## config.mk

```make
export PLATFORM = sky130hd
export DESIGN_NAME = lcd_char_writer_flat
export DESIGN_NICKNAME = d
export VERILOG_FILES = /design/src/rtl/lcd_char_writer_if.sv /design/src/rtl/lcd_char_writer.sv /design/src/flat_wrapper.sv
export SDC_FILE = /design/constraint.sdc
export NUM_CORES = 1
export LEC_CHECK = 0
export CAP_MARGIN = 20
export CORE_ASPECT_RATIO = 2
export CORE_MARGIN = 4
export CORE_UTILIZATION = 33
export CTS_CLUSTER_DIAMETER = 40
export DETAILED_ROUTE_END_ITERATION = 8
export SLEW_MARGIN = 20
export SYNTH_ARGS = -nofsm -noshare
export SYNTH_HDL_FRONTEND = slang
export SYNTH_SLANG_ARGS = --single-unit
```

## constraint.sdc

```tcl
create_clock -name Clock -period 4.5 [get_ports Clock]
set_input_delay 0.45 -clock Clock [delete_from_list [all_inputs] [get_ports Clock]]
set_output_delay 0.45 -clock Clock [all_outputs]
set_load 0.02 [all_outputs]
```

## src/rtl/lcd_char_writer_if.sv

```systemverilog
// ----------------------------------------------------------------------------
// lcd_char_writer_if
// Byte write channel into the LCD character writer.
//   iValid  : producer has a byte to write; qualifies iRS and iData
//   iRS     : register select for the byte (0 = command, 1 = character data)
//   iData   : byte to write
//   oReady  : writer can take a byte this cycle
// master = producer side, slave = lcd_char_writer side.
// ----------------------------------------------------------------------------
interface lcd_char_writer_if;
    logic       iValid;
    logic       iRS;
    logic [7:0] iData;
    logic       oReady;

    modport master (output iValid, output iRS, output iData, input oReady);
    modport slave  (input iValid, input iRS, input iData, output oReady);
endinterface

```

## src/rtl/lcd_char_writer.sv

```systemverilog
// ----------------------------------------------------------------------------
// lcd_char_writer
// Drives a 4-bit HD44780-compatible character LCD (write only). After reset it
// waits for the panel to power up, runs the 4-bit init handshake (0x3,0x3,0x3,
// 0x2) and the configuration bytes (0x28,0x06,0x0C,0x01), then accepts one
// byte at a time over a valid/ready channel and sends it as two nibbles.
//
// Ports
//   Clock, Reset             : clock, synchronous active-high reset
//   bus (slave)              : iValid/iRS/iData in, oReady out
//   oInitDone                : init + configuration finished (sticky until Reset)
//   oLCD_Enabled             : LCD E strobe
//   oLCD_RegisterSelect      : LCD RS
//   oLCD_StrataFlashControl  : SF_CE0, held at 1 so the flash stays off the bus
//   oLCD_ReadWrite           : LCD R/W, held at 0
//   oLCD_Data                : LCD DB[7:4]
//
// Every nibble goes through the same micro-sequence: SETUP (2 cycles, E=0),
// PULSE (P_E_PULSE cycles, E=1), HOLD (1 cycle, E=0), then a wait whose length
// depends on which step just finished. RS/data are registered and only loaded
// on entry to SETUP, so they are stable for the whole E pulse.
// ----------------------------------------------------------------------------
module lcd_char_writer #(
    parameter int unsigned P_POWERUP    = 750000,
    parameter int unsigned P_INIT_LONG  = 205000,
    parameter int unsigned P_INIT_SHORT = 5000,
    parameter int unsigned P_CMD_WAIT   = 2000,
    parameter int unsigned P_CLEAR_WAIT = 82000,
    parameter int unsigned P_E_PULSE    = 12,
    parameter int unsigned P_NIBBLE_GAP = 50
) (
    input  logic                Clock,
    input  logic                Reset,
    lcd_char_writer_if.slave    bus,
    output logic                oInitDone,
    output logic                oLCD_Enabled,
    output logic                oLCD_RegisterSelect,
    output logic                oLCD_StrataFlashControl,
    output logic                oLCD_ReadWrite,
    output logic [3:0]          oLCD_Data
);

    localparam int CW           = 24;
    localparam int SETUP_CYCLES = 2;

    typedef enum logic [3:0] {
        ST_POWERUP,
        ST_INIT1,
        ST_INIT2,
        ST_INIT3,
        ST_INIT4,
        ST_CFG,
        ST_IDLE,
        ST_BYTE_HI,
        ST_BYTE_LO
    } state_t;

    typedef enum logic [1:0] {
        PH_SETUP,
        PH_PULSE,
        PH_HOLD,
        PH_WAIT
    } phase_t;

    state_t          state_q, state_d;
    phase_t          phase_q, phase_d;
    logic [CW-1:0]   cnt_q, cnt_d;
    logic [1:0]      cfg_idx_q, cfg_idx_d;
    logic            half_q, half_d;          // 0 = upper nibble of a CFG byte
    logic            byte_rs_q, byte_rs_d;
    logic [7:0]      byte_data_q, byte_data_d;
    logic            init_done_q, init_done_d;
    logic            lcd_e_q, lcd_e_d;
    logic            lcd_rs_q, lcd_rs_d;
    logic [3:0]      lcd_data_q, lcd_data_d;

    logic            advance;
    logic            start_step;
    logic [31:0]     cnt_inc;
    logic [31:0]     wait_len;

    function automatic logic [7:0] cfg_byte(input logic [1:0] idx);
        logic [7:0] b;
        case (idx)
            2'd0:    b = 8'h28;   // 4-bit bus, 2 lines, 5x8 font
            2'd1:    b = 8'h06;   // entry mode: increment, no shift
            2'd2:    b = 8'h0C;   // display on, cursor off
            default: b = 8'h01;   // clear display
        endcase
        return b;
    endfunction

    // Clear and home need the long execution time.
    function automatic logic is_slow(input logic rs, input logic [7:0] b);
        return !rs && (b == 8'h01 || b == 8'h02);
    endfunction

    function automatic logic [3:0] step_nibble(input state_t st, input logic [1:0] idx,
                                               input logic half, input logic [7:0] b);
        logic [3:0] n;
        logic [7:0] c;
        c = cfg_byte(idx);
        case (st)
            ST_INIT4:   n = 4'h2;
            ST_CFG:     n = half ? c[3:0] : c[7:4];
            ST_BYTE_HI: n = b[7:4];
            ST_BYTE_LO: n = b[3:0];
            default:    n = 4'h3;
        endcase
        return n;
    endfunction

    // Wait that follows the nibble of the current step.
    function automatic logic [31:0] step_wait(input state_t st, input logic [1:0] idx,
                                              input logic half, input logic rs,
                                              input logic [7:0] b);
        logic [31:0] w;
        case (st)
            ST_INIT1:   w = P_INIT_LONG;
            ST_INIT2:   w = P_INIT_SHORT;
            ST_CFG:     w = !half ? P_NIBBLE_GAP
                                  : (is_slow(1'b0, cfg_byte(idx)) ? P_CLEAR_WAIT : P_CMD_WAIT);
            ST_BYTE_HI: w = P_NIBBLE_GAP;
            ST_BYTE_LO: w = is_slow(rs, b) ? P_CLEAR_WAIT : P_CMD_WAIT;
            default:    w = P_CMD_WAIT;
        endcase
        return w;
    endfunction

    always_ff @(posedge Clock) begin
        if (Reset) begin
            state_q     <= ST_POWERUP;
            phase_q     <= PH_WAIT;
            cnt_q       <= '0;
            cfg_idx_q   <= '0;
            half_q      <= 1'b0;
            byte_rs_q   <= 1'b0;
            byte_data_q <= '0;
            init_done_q <= 1'b0;
            lcd_e_q     <= 1'b0;
            lcd_rs_q    <= 1'b0;
            lcd_data_q  <= '0;
        end else begin
            state_q     <= state_d;
            phase_q     <= phase_d;
            cnt_q       <= cnt_d;
            cfg_idx_q   <= cfg_idx_d;
            half_q      <= half_d;
            byte_rs_q   <= byte_rs_d;
            byte_data_q <= byte_data_d;
            init_done_q <= init_done_d;
            lcd_e_q     <= lcd_e_d;
            lcd_rs_q    <= lcd_rs_d;
            lcd_data_q  <= lcd_data_d;
        end
    end

    always_comb begin
        state_d     = state_q;
        phase_d     = phase_q;
        cnt_d       = cnt_q;
        cfg_idx_d   = cfg_idx_q;
        half_d      = half_q;
        byte_rs_d   = byte_rs_q;
        byte_data_d = byte_data_q;
        init_done_d = init_done_q;
        lcd_rs_d    = lcd_rs_q;
        lcd_data_d  = lcd_data_q;
        advance     = 1'b0;
        start_step  = 1'b0;
        cnt_inc     = 32'(cnt_q) + 32'd1;
        wait_len    = step_wait(state_q, cfg_idx_q, half_q, byte_rs_q, byte_data_q);

        case (state_q)
            ST_POWERUP: begin
                if (cnt_inc >= P_POWERUP) begin
                    state_d    = ST_INIT1;
                    start_step = 1'b1;
                end else begin
                    cnt_d = cnt_q + CW'(1);
                end
            end
            ST_IDLE: begin
                if (bus.iValid) begin
                    byte_rs_d   = bus.iRS;
                    byte_data_d = bus.iData;
                    state_d     = ST_BYTE_HI;
                    start_step  = 1'b1;
                end
            end
            default: begin
                case (phase_q)
                    PH_SETUP: begin
                        if (cnt_q == CW'(SETUP_CYCLES - 1)) begin
                            phase_d = PH_PULSE;
                            cnt_d   = '0;
                        end else begin
                            cnt_d = cnt_q + CW'(1);
                        end
                    end
                    PH_PULSE: begin
                        if (cnt_inc >= P_E_PULSE) begin
                            phase_d = PH_HOLD;
                            cnt_d   = '0;
                        end else begin
                            cnt_d = cnt_q + CW'(1);
                        end
                    end
                    PH_HOLD: begin
                        // A zero-length wait skips straight to the next step.
                        if (wait_len == 32'd0) begin
                            advance = 1'b1;
                        end else begin
                            phase_d = PH_WAIT;
                            cnt_d   = '0;
                        end
                    end
                    default: begin
                        if (cnt_inc >= wait_len) begin
                            advance = 1'b1;
                        end else begin
                            cnt_d = cnt_q + CW'(1);
                        end
                    end
                endcase
            end
        endcase

        if (advance) begin
            case (state_q)
                ST_INIT1: state_d = ST_INIT2;
                ST_INIT2: state_d = ST_INIT3;
                ST_INIT3: state_d = ST_INIT4;
                ST_INIT4: begin
                    state_d   = ST_CFG;
                    cfg_idx_d = '0;
                    half_d    = 1'b0;
                end
                ST_CFG: begin
                    if (!half_q) begin
                        half_d = 1'b1;
                    end else if (cfg_idx_q == 2'd3) begin
                        state_d     = ST_IDLE;
                        init_done_d = 1'b1;
                    end else begin
                        cfg_idx_d = cfg_idx_q + 2'd1;
                        half_d    = 1'b0;
                    end
                end
                ST_BYTE_HI: state_d = ST_BYTE_LO;
                default:    state_d = ST_IDLE;
            endcase
            start_step = (state_d != ST_IDLE);
        end

        // RS/data are only loaded here, at the start of SETUP.
        if (start_step) begin
            phase_d    = PH_SETUP;
            cnt_d      = '0;
            lcd_data_d = step_nibble(state_d, cfg_idx_d, half_d, byte_data_d);
            lcd_rs_d   = (state_d == ST_BYTE_HI || state_d == ST_BYTE_LO) ? byte_rs_d : 1'b0;
        end

        lcd_e_d = (phase_d == PH_PULSE) && (state_d != ST_POWERUP) && (state_d != ST_IDLE);
    end

    assign bus.oReady              = (state_q == ST_IDLE);
    assign oInitDone               = init_done_q;
    assign oLCD_Enabled            = lcd_e_q;
    assign oLCD_RegisterSelect     = lcd_rs_q;
    assign oLCD_Data               = lcd_data_q;
    assign oLCD_StrataFlashControl = 1'b1;
    assign oLCD_ReadWrite          = 1'b0;

endmodule

```

## src/flat_wrapper.sv

```systemverilog
// flat-port wrapper written by rule: the top's interface ports become plain ports
module lcd_char_writer_flat 
#(
    parameter int unsigned P_POWERUP    = 750000,
    parameter int unsigned P_INIT_LONG  = 205000,
    parameter int unsigned P_INIT_SHORT = 5000,
    parameter int unsigned P_CMD_WAIT   = 2000,
    parameter int unsigned P_CLEAR_WAIT = 82000,
    parameter int unsigned P_E_PULSE    = 12,
    parameter int unsigned P_NIBBLE_GAP = 50
)
  (Clock, Reset, oInitDone, oLCD_Enabled, oLCD_RegisterSelect, oLCD_StrataFlashControl, oLCD_ReadWrite, oLCD_Data, bus_iValid, bus_iRS, bus_iData, bus_oReady);
  lcd_char_writer_if bus_i ();
  input  logic Clock;
  input  logic Reset;
  output logic oInitDone;
  output logic oLCD_Enabled;
  output logic oLCD_RegisterSelect;
  output logic oLCD_StrataFlashControl;
  output logic oLCD_ReadWrite;
  output logic [3:0] oLCD_Data;
  input wire logic [$bits(bus_i.iValid)-1:0] bus_iValid;
  input wire logic [$bits(bus_i.iRS)-1:0] bus_iRS;
  input wire logic [$bits(bus_i.iData)-1:0] bus_iData;
  output wire logic [$bits(bus_i.oReady)-1:0] bus_oReady;
  assign bus_i.iValid = bus_iValid;
  assign bus_i.iRS = bus_iRS;
  assign bus_i.iData = bus_iData;
  assign bus_oReady = bus_i.oReady;
  lcd_char_writer #(.P_POWERUP(P_POWERUP), .P_INIT_LONG(P_INIT_LONG), .P_INIT_SHORT(P_INIT_SHORT), .P_CMD_WAIT(P_CMD_WAIT), .P_CLEAR_WAIT(P_CLEAR_WAIT), .P_E_PULSE(P_E_PULSE), .P_NIBBLE_GAP(P_NIBBLE_GAP)) u_core (.Clock(Clock), .Reset(Reset), .bus(bus_i), .oInitDone(oInitDone), .oLCD_Enabled(oLCD_Enabled), .oLCD_RegisterSelect(oLCD_RegisterSelect), .oLCD_StrataFlashControl(oLCD_StrataFlashControl), .oLCD_ReadWrite(oLCD_ReadWrite), .oLCD_Data(oLCD_Data));
endmodule
```

==> impl_metrics.py <==
metrics = {
    "final_layout": {
        "syn_to_final_growth_pct": 27.87,
        "layout-drive-gt1-share": 0.2189,
        "antennaDiodeCount": 0,
        "fin_area_um2": 4955,
        "multiInputGateArea_um2": 2814,
        "register_area_um2": 982.2,
        "fill_cells": 1227,
        "nets": 606,
    },
    "setup_path": {
        "required_ns": 4.69,
        "r2r_slack_ns": 0.02,
        "crit_fanout": 5,
        "r2r_cells": 19,
        "crit_type": "reg -> reg",
        "crit_path_end_kind": "register",
        "r2r_end": "u_core.oLCD_Data[1]",
        "cp_common_cell": "nand4_1",
        "crit_slowest_cell": "or4_4",
        "worstReg2RegStart": "u_core.byte_rs_q",
        "arrival_ns": 4.67,
        "start_kind": "register",
        "crit_chain": "or4_4, nor4_4, nand4_1, a22oi_2, and2_4, ha_4, nand4_1, or2_4, a211o_1, a41oi_2, a31oi_4, a2111oi_4, buf_4, a21oi_2, a21o_1, ha_2, mux2i_1, a21oi_1, o31a_1",
        "cp_slowest_stage_delay_ns": 0.54,
    },
    "pwr": {
        "p_sw_frac": 0.2523,
        "internal-power_mw": 0.6811,
        "cellLeakagePower_nw": 1.907,
        "ir_drop_uv": 185.2,
        "seqPwrFrac": 0.489,
        "power.density_nw_per_um2": 183.8,
        "switchingPower_mw": 0.2298,
        "power_frac_clock": 0.423,
        "comb_power_share": 0.089,
        "total_power_mw": 0.9108,
    },
    "global_routing": {
        "grt_pass1_wl_um": 20030,
        "grt_max_degree": 28,
        "grt.total_usage": 0.1818,
        "grt_overflow": 0,
        "antenna_found_initial": 0,
        "grt_pass1_vias": 4194,
    },
    "yosys": {
        "synth_area_per_cell_um2": 7.539,
        "syn_inst": 514,
        "synth.area.top_cells": "dfxtp_1, ha_1, a21oi_1",
        "synth_top_cell_area_share": 0.2531,
        "synthArstFlopShare": 0,
        "yosysTopAreaCell": "dfxtp_1",
        "synth_area_um2": 3875,
        "synth-edff-count": 0,
        "synth-main-ff-cell": "dfxtp_1",
        "yosysSeqAreaShare": 0.2531,
        "yosysWarnings": 0,
        "ys_ff_latch": 49,
        "syn_nets": 550,
        "synth_cell_types": 72,
    },
    "sta": {
        "max_slew_margin": 0.4464,
        "final-setup-viol-count": 0,
        "worstMarginPinSlew_ns": 0.8304,
        "final-hold-violation-count": 0,
        "finalCritPeriodShare": 0.9951,
        "final_max_slew_viol_count": 0,
        "finClkSkew_ns": 0.006549,
        "rsz0062_at_grt": "yes",
        "min_period_ns": 4.478,
        "maxClockFrequency_mhz": 223.3,
    },
    "die": {
        "die_y_um": 161.2,
        "start_util": 0.3392,
        "io_pins": 22,
        "dieArea_um2": 13650,
        "core-area_um2": 11420,
        "die_width_um": 84.63,
        "rows": 55,
    },
    "min_path": {
        "hold_start": "u_core.oInitDone",
        "hold_depth": 2,
        "hold-path-endpoint": "u_core.oInitDone",
        "hp-class": "reg -> reg",
    },
    "clock_tree": {
        "cts.root.buffer_cell": "clkbuf_16",
        "cts_sinks": 49,
        "clk_latency_ns": 0.30,
        "cts-htree-levels": 2,
        "cts_tree": "done",
        "cts_made_buffers": 5,
        "holdBufCountCts": 0,
        "clk_pin_slew_ns": 0.07,
        "cts_max_path_buffers": 2,
    },
    "route": {
        "ant_nets": 0,
        "drc": 0,
        "post_drt_wl_per_cell_um": 17.88,
        "wirelength_um": 12750,
        "viasPerCell": 5.795,
        "dr.pass1.iters": 5,
        "vias": 4132,
        "drt_iter0_drc": 265,
    },
    "placement": {
        "dpl-instance-area_um2": 4569,
        "place.gp.congestion": 0.9174,
        "io_buffers": 19,
        "post-dp-hpwl_um": 9780,
    },
    "job": {
        "drv_cap": 0,
    },
    "run_status": {
        "outcome": "finished, final reports clean",
    },
}
[cell usage in the layout (no fill, tap or decap), types with 4 or more instances in the layout]
master,instances
a22o_1,4
nand3b_1,4
nand3_1,16
inv_1,23
a31oi_1,7
nand2_1,40
a21o_1,8
nand4_1,11
dfxtp_1,48
a21oi_2,4
or3_1,9
nand2b_1,6
o22ai_1,5
clkdlybuf4s50_1,19
a22oi_1,8
nor2_1,52
a21oi_1,43
xor2_1,7
and3_1,5
buf_4,64
ha_1,20
nor3_1,11
xnor2_1,12
nor4_1,9
clkbuf_16,6
and2_1,8
mux2i_1,6
o21ai_0,22
[worst max-delay path: cells and delay by family (launching register included)]
family | cells | cell delay (ns)
muxes | 1 | 0.19
DFF | 1 | 0.32
buffers and inverters | 1 | 0.21
adders and majority gates | 2 | 0.33
AOI/OAI and AO/OA | 9 | 1.83
and+or+nand+nor | 6 | 1.49
[kinds of logic after synthesis]
| kind of cell | Yosys count | synth area share |
|---|---|---|
| flip-flops | 49 | 0.2531 |
| adder cells (fa/ha/maj) | 24 | 0.07749 |
| other | 2 | 0.001938 |
| AO/OA/AOI/OAI | 142 | 0.2457 |
| multiplexers | 7 | 0.01841 |
| buffers and inverters | 62 | 0.07007 |
| AND/OR/NAND/NOR | 209 | 0.2903 |
| XOR/XNOR | 19 | 0.04294 |
[per-stage QoR]
stage | util | setup WS, ns | cells | TNS (ns) | hold slack [ns]
detailed placement | 0.4000 | -0.1783 | 703 | -1.637 | 0.4666
floorplan | - | 0.1991 | 514 | 0 | 0.4421
CTS | 0.4149 | 0.04342 | 711 | 0 | 0.4822
global route | 0.4337 | -0.1772 | 713 | -0.2749 | 0.5006
finish | 0.4337 | 0.02225 | 713 | 0 | 0.4778
global placement | 0.4000 | -0.07380 | 703 | -0.3649 | 0.4648
[power groups by stage]
stage               registers [mW]  logic (mW)  clock network (mW)
floorplan                    0.455      0.0470                   0
global placement             0.454      0.0762                   0
detailed placement           0.455      0.0781                   0
CTS                          0.445      0.0786               0.395
global route                 0.446      0.0878               0.412
finish                       0.445      0.0808               0.385
[flip-flops by register name, summed over array words and instances (netlist names), 2 cells and up]
name,flops
u_core.state_q,4
u_core.cfg_idx_q,2
u_core.phase_q,2
u_core.byte_data_q,8
u_core.cnt_q,24
u_core.oLCD_Data,4
[routing by layer]
| layer | wire length, um | vias to the layer above | GRT usage | share of wire |
|---|---|---|---|---|
| li1 | - | 1974 | - | - |
| met2 | 7121 | 142 | 0.3569 | 0.56 |
| met4 | 894 | 0 | 0.1254 | 0.070 |
| met5 | 0 | - | 0 | 0 |
| met3 | 406 | 55 | 0.02399 | 0.032 |
| met1 | 4328 | 1961 | 0.1646 | 0.34 |
[worst max path at each step]
stage	start	endpoint	slack (ns)	cells past startpoint
2_1_floorplan	u_core.cnt_q[0]	u_core.cnt_q[15]	0.20	18
3_3_place_gp	u_core.byte_data_q[3]	u_core.cnt_q[5]	-0.07	17
3_5_place_dp	u_core.byte_data_q[3]	u_core.cnt_q[14]	-0.18	17
4_1_cts	u_core.byte_data_q[3]	u_core.oLCD_Data[0]	0.04	18
5_1_grt	u_core.byte_rs_q	u_core.oLCD_Data[1]	-0.18	19
6_report	u_core.byte_rs_q	u_core.oLCD_Data[1]	0.02	19
[repair_timing]
| item | CTS | global route |
|---|---|---|
| buffers inserted | 0 | 1 |
| pin swaps | 1 | 13 |
| resized for setup | 5 | 40 |
| cloned | 0 | 1 |
| setup endpoints to repair | 29 | 31 |
[Yosys cell counts, drive strengths merged (9+ instances only)]
cell	count
nor2	54
dfxtp	49
a21oi	47
nand2	40
o21ai	25
ha	24
inv	24
clkbuf	20
buf	18
nand3	17
nand4	13
nor3	12
nor4	12
xnor2	12
or3	10
a22oi	9
and2	9
[area by class of cell]
cell class                 count  share of cell area
timing repair buffer          87              0.1508
inverter                      24             0.01818
tap                          142             0.03586
multi-input combinational    403              0.5679
clock buffer                   6             0.02601
clock inverter                 2            0.003030
sequential                    49              0.1982
Note: power is estimated with default switching activity, not from simulation.
